<file path="config.mk">
export PLATFORM = sky130hd
export DESIGN_NAME = expand_seq
export DESIGN_NICKNAME = d
export VERILOG_FILES = /design/src/rtl/mcac_g711_pkg.sv /design/src/rtl/expand_seg_decode.sv /design/src/rtl/expand_seq.sv
export SDC_FILE = /design/constraint.sdc
export NUM_CORES = 1
export LEC_CHECK = 0
export ABC_CLOCK_PERIOD_IN_PS = 2000
export BUFFER_PORTS_ARGS = -buffer_cell sky130_fd_sc_hd__buf_2
export CAP_MARGIN = 0
export CELL_PAD_IN_SITES_DETAIL_PLACEMENT = 0
export CELL_PAD_IN_SITES_GLOBAL_PLACEMENT = 1
export CORE_MARGIN = 2
export CORE_UTILIZATION = 30
export DETAILED_ROUTE_END_ITERATION = 16
export PLACE_DENSITY = 0.68
export SYNTH_ARGS = -nofsm -noshare
export SYNTH_HDL_FRONTEND = slang
export SYNTH_SLANG_ARGS = --single-unit
</file>
<file path="constraint.sdc">
create_clock -name clk -period 2 [get_ports clk]
set_clock_uncertainty 0.05 [all_clocks]
set_input_delay 0.1 -clock clk [delete_from_list [all_inputs] [get_ports clk]]
set_output_delay 0.1 -clock clk [all_outputs]
set_load 0.01 [all_outputs]
</file>
<file path="src/rtl/mcac_g711_pkg.sv">
// mcac_g711_pkg: shared types and constants for the G.711 expander datapath
package mcac_g711_pkg;
   typedef enum logic [1:0] {IDLE, SHIFT, FIN, DONE} state_t;
   localparam int         ULAW_BIAS = 33;
   localparam logic [7:0] ALAW_XOR  = 8'h55;
   localparam int         SL_W      = 14;
endpackage

</file>
<file path="src/rtl/expand_seg_decode.sv">
// expand_seg_decode: PCM code to sign, biased segment base and shift count
module expand_seg_decode
   import mcac_g711_pkg::*;
(
   input  logic [7:0] sp,
   input  logic       law,
   output logic       neg,
   output logic [6:0] base,
   output logic [2:0] n
);
   logic [7:0] c;
   logic       alaw_e0;
   // A-law segment 0 has no implicit leading one and still needs the final x2
   always_comb begin
      c       = law ? sp ^ ALAW_XOR : ~sp;
      alaw_e0 = law && c[6:4] == 3'd0;
      neg     = law ? ~c[7] : c[7];
      base    = {2'b00, c[3:0], 1'b1} + (alaw_e0 ? 7'd0 : 7'd32);
      n       = alaw_e0 ? 3'd1 : c[6:4];
   end
endmodule

</file>
<file path="src/rtl/expand_seq.sv">
// expand_seq: iterative G.711 expander, one segment-shift bit per clock
module expand_seq
   import mcac_g711_pkg::*;
(
   input  logic            clk,
   input  logic            rstn,
   input  logic [7:0]      SP,
   input  logic            LAW,
   input  logic            in_valid,
   output logic            in_ready,
   output logic [SL_W-1:0] SL,
   output logic            out_valid,
   input  logic            out_ready
);
   localparam logic [SL_W-1:0] BIAS = SL_W'(ULAW_BIAS);
   state_t          state;
   logic [SL_W-1:0] mag;
   logic [2:0]      cnt;
   logic            neg_q, law_q, fin_ph;
   logic            dec_neg;
   logic [6:0]      dec_base;
   logic [2:0]      dec_n;
   expand_seg_decode u_dec (
      .sp   (SP),
      .law  (LAW),
      .neg  (dec_neg),
      .base (dec_base),
      .n    (dec_n)
   );
   // FSM: latch code, shift one bit per clock, remove bias, then sign-apply and hold
   always_ff @(posedge clk or negedge rstn)
      if (!rstn) begin
         state     <= IDLE;
         mag       <= '0;
         cnt       <= '0;
         neg_q     <= 1'b0;
         law_q     <= 1'b0;
         fin_ph    <= 1'b0;
         SL        <= '0;
         out_valid <= 1'b0;
         in_ready  <= 1'b0;
      end else begin
         case (state)
            IDLE:
               if (in_valid && in_ready) begin
                  mag      <= SL_W'(dec_base);
                  cnt      <= dec_n;
                  neg_q    <= dec_neg;
                  law_q    <= LAW;
                  fin_ph   <= 1'b0;
                  in_ready <= 1'b0;
                  state    <= dec_n != 3'd0 ? SHIFT : FIN;
               end else
                  in_ready <= 1'b1;
            SHIFT: begin
               mag <= mag << 1;
               cnt <= cnt - 3'd1;
               if (cnt == 3'd1) state <= FIN;
            end
            FIN:
               if (!fin_ph) begin
                  mag    <= mag - (law_q ? '0 : BIAS);
                  fin_ph <= 1'b1;
               end else begin
                  SL        <= neg_q ? -mag : mag;
                  out_valid <= 1'b1;
                  state     <= DONE;
               end
            DONE:
               if (out_ready) begin
                  out_valid <= 1'b0;
                  in_ready  <= 1'b1;
                  state     <= IDLE;
               end
            default: state <= IDLE;
         endcase
      end
endmodule

</file>
After elaboration in Yosys (flattened, before gate mapping)
Index checks and enable logic that the tools add are counted.
{ "word_totals": {"register_bits": 38, "inputBits": 13, "output_inout_bits": 16, "elab_cells": 68} }
{ "op_classes": {"n_addsub": 4, "eq_ne": 9, "mux": 25, "bitwise_logic": 3, "reduce_logical": 18} }
{ "ops": {"columns": ["operator", "count"], "rows": [
  ["14-bit 2-to-1 mux", 3],
  ["14-bit case mux with 3 select lines", 1],
  ["14-bit negator", 1],
  ["14-bit by 6-bit subtractor with 14-bit output", 1],
  ["6-bit 2-to-1 mux", 2],
  ["2-bit 2-to-1 mux", 5],
  ["2-bit inequality test, second input constant", 5],
  ["2-bit AND reduction", 5],
  ["8-bit 2-to-1 mux", 1],
  ["8-bit NOT", 1],
  ["2-bit case mux with 4 select lines", 1],
  ["2-bit nonzero test", 4],
  ["5-bit by 7-bit adder with 7-bit output", 1],
  ["1-bit 2-to-1 mux", 6],
  ["3-bit 2-to-1 mux", 2],
  ["1-bit case mux with 2 select lines", 3],
  ["3-bit case mux with 2 select lines", 1],
  ["3-bit AND reduction", 2],
  ["3-bit nonzero test", 2],
  ["2-bit == test, second input constant", 2],
  ["4-bit NOT", 1],
  ["4-bit AND reduction", 1],
  ["3-bit by 1-bit == test with 1-bit output, second input constant", 1],
  ["3-bit logical NOT", 1],
  ["5 further kinds", 6]
]} }

Logic depth before layout (Yosys ltp)
{ "logic_depth": {"word_depth": 9, "mapped_depth": 8} }

Modules after synthesis
Synthesis repeated with hierarchy kept, for this count alone.
{ "unflattened": {"cells_unflattened": 287, "area_unflattened_um2": 2484.9} }
{ "modules_own_cells": {"columns": ["module", "n_inst", "cells_per_inst", "area_each_um2"], "rows": [
  ["expand_seq", 1, 272, 2392.3],
  ["expand_seg_decode", 1, 15, 92.6]
]} }

Worst setup path before layout
No wires, ideal clock.
{ "synth_path": {"kind": "register to register", "startpoint": "register mag[0]", "endpoint": "register mag[12]", "setup_ns": 0.101, "arrival_time_ns": 2.020, "slack_ns": -0.170, "path_stages_with_launch": 9, "n_path_buf": 0, "period_less_slack_ns": 2.170, "path_cell_list": "dfrtp_1 inv_1 ha_1 ha_1 or4b_4 a21oi_4 and2b_4 nand2_2 o311ai_2"} }
{ "synth_between": {"elab_chain_len": 3} }
{ "synth_lines": {"columns": ["element", "line_no", "text"], "rows": [
  ["from (decl)", "expand_seq.sv:17", "logic [SL_W-1:0] mag;"],
  ["from (signal assigned)", "expand_seq.sv:46", "mag <= SL_W'(dec_base);"],
  ["from (signal assigned)", "expand_seq.sv:56", "mag <= mag << 1;"],
  ["from (signal assigned)", "expand_seq.sv:62", "mag <= mag - (law_q ? '0 : BIAS);"],
  ["14-bit by 6-bit subtractor with 14-bit output", "expand_seq.sv:62", null],
  ["14-bit 2-to-1 mux", "expand_seq.sv:61", "if (!fin_ph) begin"],
  ["14-bit case mux with 3 select lines", "expand_seq.sv:43", "case (state)"]
]} }
Every way passes these cells. The select of a mux whose other input is x is not followed.
A chain may end at the register's enable or synchronous reset.

Worst setup path in the final report
Ends and elaborated chain as after synthesis.

==> impl_metrics.env <==
export IMPL_synthCells=278
export IMPL_ys_ff_latch=38
export IMPL_pwr_share_comb_pct=62.6
export IMPL_num_rows=32
export IMPL_fin_setup_tns_ps=0
export IMPL_whs_ps=31.1
export IMPL_grt_pass1_wl_um=9890
export IMPL_ir_drop_mv=0.514
export IMPL_crit_chain="inv_2 -> ha_4 -> ha_4 -> or4b_4 -> a21oi_4 -> and2b_4 -> nand2_2 -> o311ai_2"
export IMPL_ff_latch_area_sq_um=951
export IMPL_final_common_cell="nand2_1"
export IMPL_seq_power_share_pct=27.2
export IMPL_p_sw_w=0.00251
export IMPL_die_w_um=92.7
export IMPL_fp_dieH_um=92.7
export IMPL_grtUsageTotal_pct=14.7
export IMPL_clkTransAtPathRegs_ps=80
export IMPL_synth_warning_count=0
export IMPL_power_density_nw_per_um2=1850
export IMPL_cp_max_fo=4
export IMPL_multi_input_area_sq_um=1330
export IMPL_initial_core_util_pct=30.7
export IMPL_r2r_start="mag[0]"
export IMPL_worstPathRequired_ps=2150
export IMPL_crit_top_cell="ha_4"
export IMPL_arrival_ps=2150
export IMPL_core_area_sq_um=7690
export IMPL_num_vias=2096
export IMPL_htreeDepth=2
export IMPL_cts_buffers=5
export IMPL_crit_buf_inv=1
export IMPL_slowest_delay_ps=470
export IMPL_syn_num_nets=301
export IMPL_clock_sinks=38
export IMPL_fin_nets=358
export IMPL_via_per_inst=4.79
export IMPL_drt_iter0_drc=107
export IMPL_cp_depth=8
export IMPL_grt_overflow=0
export IMPL_finalSetupViolations=0
export IMPL_fin_util_pct=38.7
export IMPL_cts_root_buf="clkbuf_8"
export IMPL_cp_start_kind="flip-flop"
export IMPL_postRouteAntennaNets=0
export IMPL_p_sw_share_pct=45.6
export IMPL_worst_setup_path_end_kind="flip-flop"
export IMPL_hold_viol_final=0
export IMPL_antenna_found_initial=0
export IMPL_fin_crit_sh_pct=100
export IMPL_dr_pass1_iters=4
export IMPL_die_area_sq_um=8600
export IMPL_critPathLaunch="mag[0]"
export IMPL_dp_hpwl_um=4520
export IMPL_drc=0
export IMPL_cap_violations=0
export IMPL_power_frac_clock_pct=10.2
export IMPL_r2r_slack_ps=0.7
export IMPL_ios=29
export IMPL_routed_wl_um=5870
export IMPL_wl_per_cell_um=13.4
export IMPL_port_buffers=28
export IMPL_clock_latency_ps=290
export IMPL_reg2regPathDepth=8
export IMPL_r2r_end="mag[12]"
export IMPL_yosysSeqAreaShare_pct=40.3
export IMPL_grt_pass1_vias=1983
export IMPL_internal_power_w=0.00299
export IMPL_critPathKind="flip-flop to flip-flop"
export IMPL_syn_area_per_cell_sq_um=8.49
export IMPL_drive_gt1_share_pct=25.0
export IMPL_cts_buffer_depth=2
export IMPL_fmax_mhz=500
export IMPL_period_minus_slack_ps=2000
export IMPL_syn_area_sq_um=2360
export IMPL_critPathSlowestCell="or4b_4"
export IMPL_fill_cells=814
export IMPL_ys_types=47
export IMPL_antennaDiodeCount=0
export IMPL_leakagePower_nw=1.36
export IMPL_path_delay_family="simple AND/OR/NAND/NOR gates"
export IMPL_area_growth_pct=25.9
export IMPL_layout_common_cells="41 x nand2_1, 38 x dfrtp_1, 37 x o21ai_0, 33 x buf_4, 28 x buf_2"
export IMPL_tritoncts="done"
export IMPL_gp_congestion=0.809
export IMPL_grt_max_degree=29
export IMPL_slew_limit_headroom_pct=72.5
export IMPL_slew_violations=0
export IMPL_endpoint="mag[12]"
export IMPL_grt_setup_unrepaired="yes"
export IMPL_hold_class="primary input to flip-flop"
export IMPL_status="finished clean"
export IMPL_tightest_slew_ps=413
==> final cells by class <==
type                       instances  area share (%)
clock buffer                       7            2.91
clock inverter                     1           0.168
inverter                          15            1.89
multi-input combinational        211            44.7
sequential                        38            32.0
tap                              102            4.29
timing repair buffer              64            14.1
==> sequential cells by signal (all words and copies together) (netlist names) <==
signal     flops
SL            14
cnt            3
fin_ph         1
in_ready       1
law_q          1
mag           14
neg_q          1
out_valid      1
state          2
==> synth_stat cells, drive strengths merged <==
cell,instances,share of area [%]
a21boi,1,0.32
mux2i,2,0.85
dfrtp,38,40
a31oi,3,0.79
nand2,42,6.8
inv,15,2.4
o311ai,1,0.69
a22oi,1,0.32
a22o,4,1.5
nor4,2,0.79
or4,1,0.32
ha,10,5.3
nand4b,1,0.37
o22ai,4,1.1
nor2b,4,1.1
nand3b,1,0.32
nand4,1,0.27
mux2,1,0.48
a221oi,2,1.5
a41oi,1,0.37
or3,2,0.53
nor3,2,0.42
a21oi,14,3.4
a2bb2oi,1,0.37
nor2,19,3.0
or4b,1,0.58
and2b,1,0.42
o31ai,5,1.6
o21ai,50,11
xor2,9,3.3
o41ai,2,0.74
a32oi,1,0.37
buf,3,0.85
o211ai,1,0.32
nand2b,1,0.27
or2,3,0.79
nand3,9,1.9
xnor2,8,3.0
clkbuf,11,1.7
==> power groups by stage <==
| stage | combinational [W] | sequential (W) | clock, W |
|---|---|---|---|
| 2_1_floorplan | 0.00224 | 0.00143 | 0 |
| 3_3_place_gp | 0.00337 | 0.00149 | 0 |
| 3_5_place_dp | 0.00340 | 0.00151 | 0 |
| 4_1_cts | 0.00344 | 0.00149 | 0.000581 |
| 5_1_grt | 0.00389 | 0.00156 | 0.000612 |
| 6_report | 0.00344 | 0.00150 | 0.000561 |
==> metal layers <==
metal  share of wire [%]  vias up  track usage [%]
met5                   0        -                0
met4                 1.3        0             4.66
met3                 4.1        6             3.01
met2                  43       42             22.6
met1                  51      963             20.9
li1                    -     1085                -
==> logic make-up (layout without fill, tap and decap cells) <==
group                    Yosys count  in the layout  synth area share [%]
adder cells (fa/ha/maj)           10             10                  5.30
buffers and inverters             29             87                  4.98
AND/OR/NAND/NOR                   90             90                  17.9
flip-flops                        38             38                  40.3
multiplexers                       3              3                  1.32
AO/OA/AOI/OAI                     91             91                  24.0
XOR/XNOR                          17             17                  6.31
==> worst min path at each step <==
| stage | startpoint | endpoint | slack (ps) | cells after the start |
|---|---|---|---|---|
| after global placement | rstn | SL[9] | -40 | 1 |
| after detailed placement | rstn | SL[9] | -40 | 1 |
| after floorplan | rstn | SL[0] | -250 | 0 |
| after CTS | out_ready | in_ready | 30 | 3 |
| final | out_ready | in_ready | 30 | 3 |
| after global routing | out_ready | in_ready | 50 | 3 |
==> worst register-to-register path, delay by kind of cell (launching register included) <==
family	cells	cell delay, ps
compound gates	2	380
fa+ha+maj	2	250
buf+inv	1	80
flops	1	400
simple gates	3	720
==> metrics by stage <==
step / worst slack, ps / total power [W] / cells / instance area, sq um
final: 0.670 / 0.00550 / 438 / 2970
after global placement: 45.2 / 0.00487 / 425 / 2830
after global routing: -113 / 0.00606 / 438 / 2970
after CTS: -9.84 / 0.00551 / 438 / 2960
after detailed placement: -4.49 / 0.00491 / 425 / 2830
after floorplan: 2.67 / 0.00368 / 278 / 2390
==> what timing repair did <==
item	4_1_cts	5_1_grt
pin swaps	3	3
hold buffers	3	0
setup buffers	2	0
endpoints found under the hold margin	40	0
gates resized for setup	0	3
endpoints found under the setup margin	1	7
No activity file was read; power rests on OpenSTA's default activity.
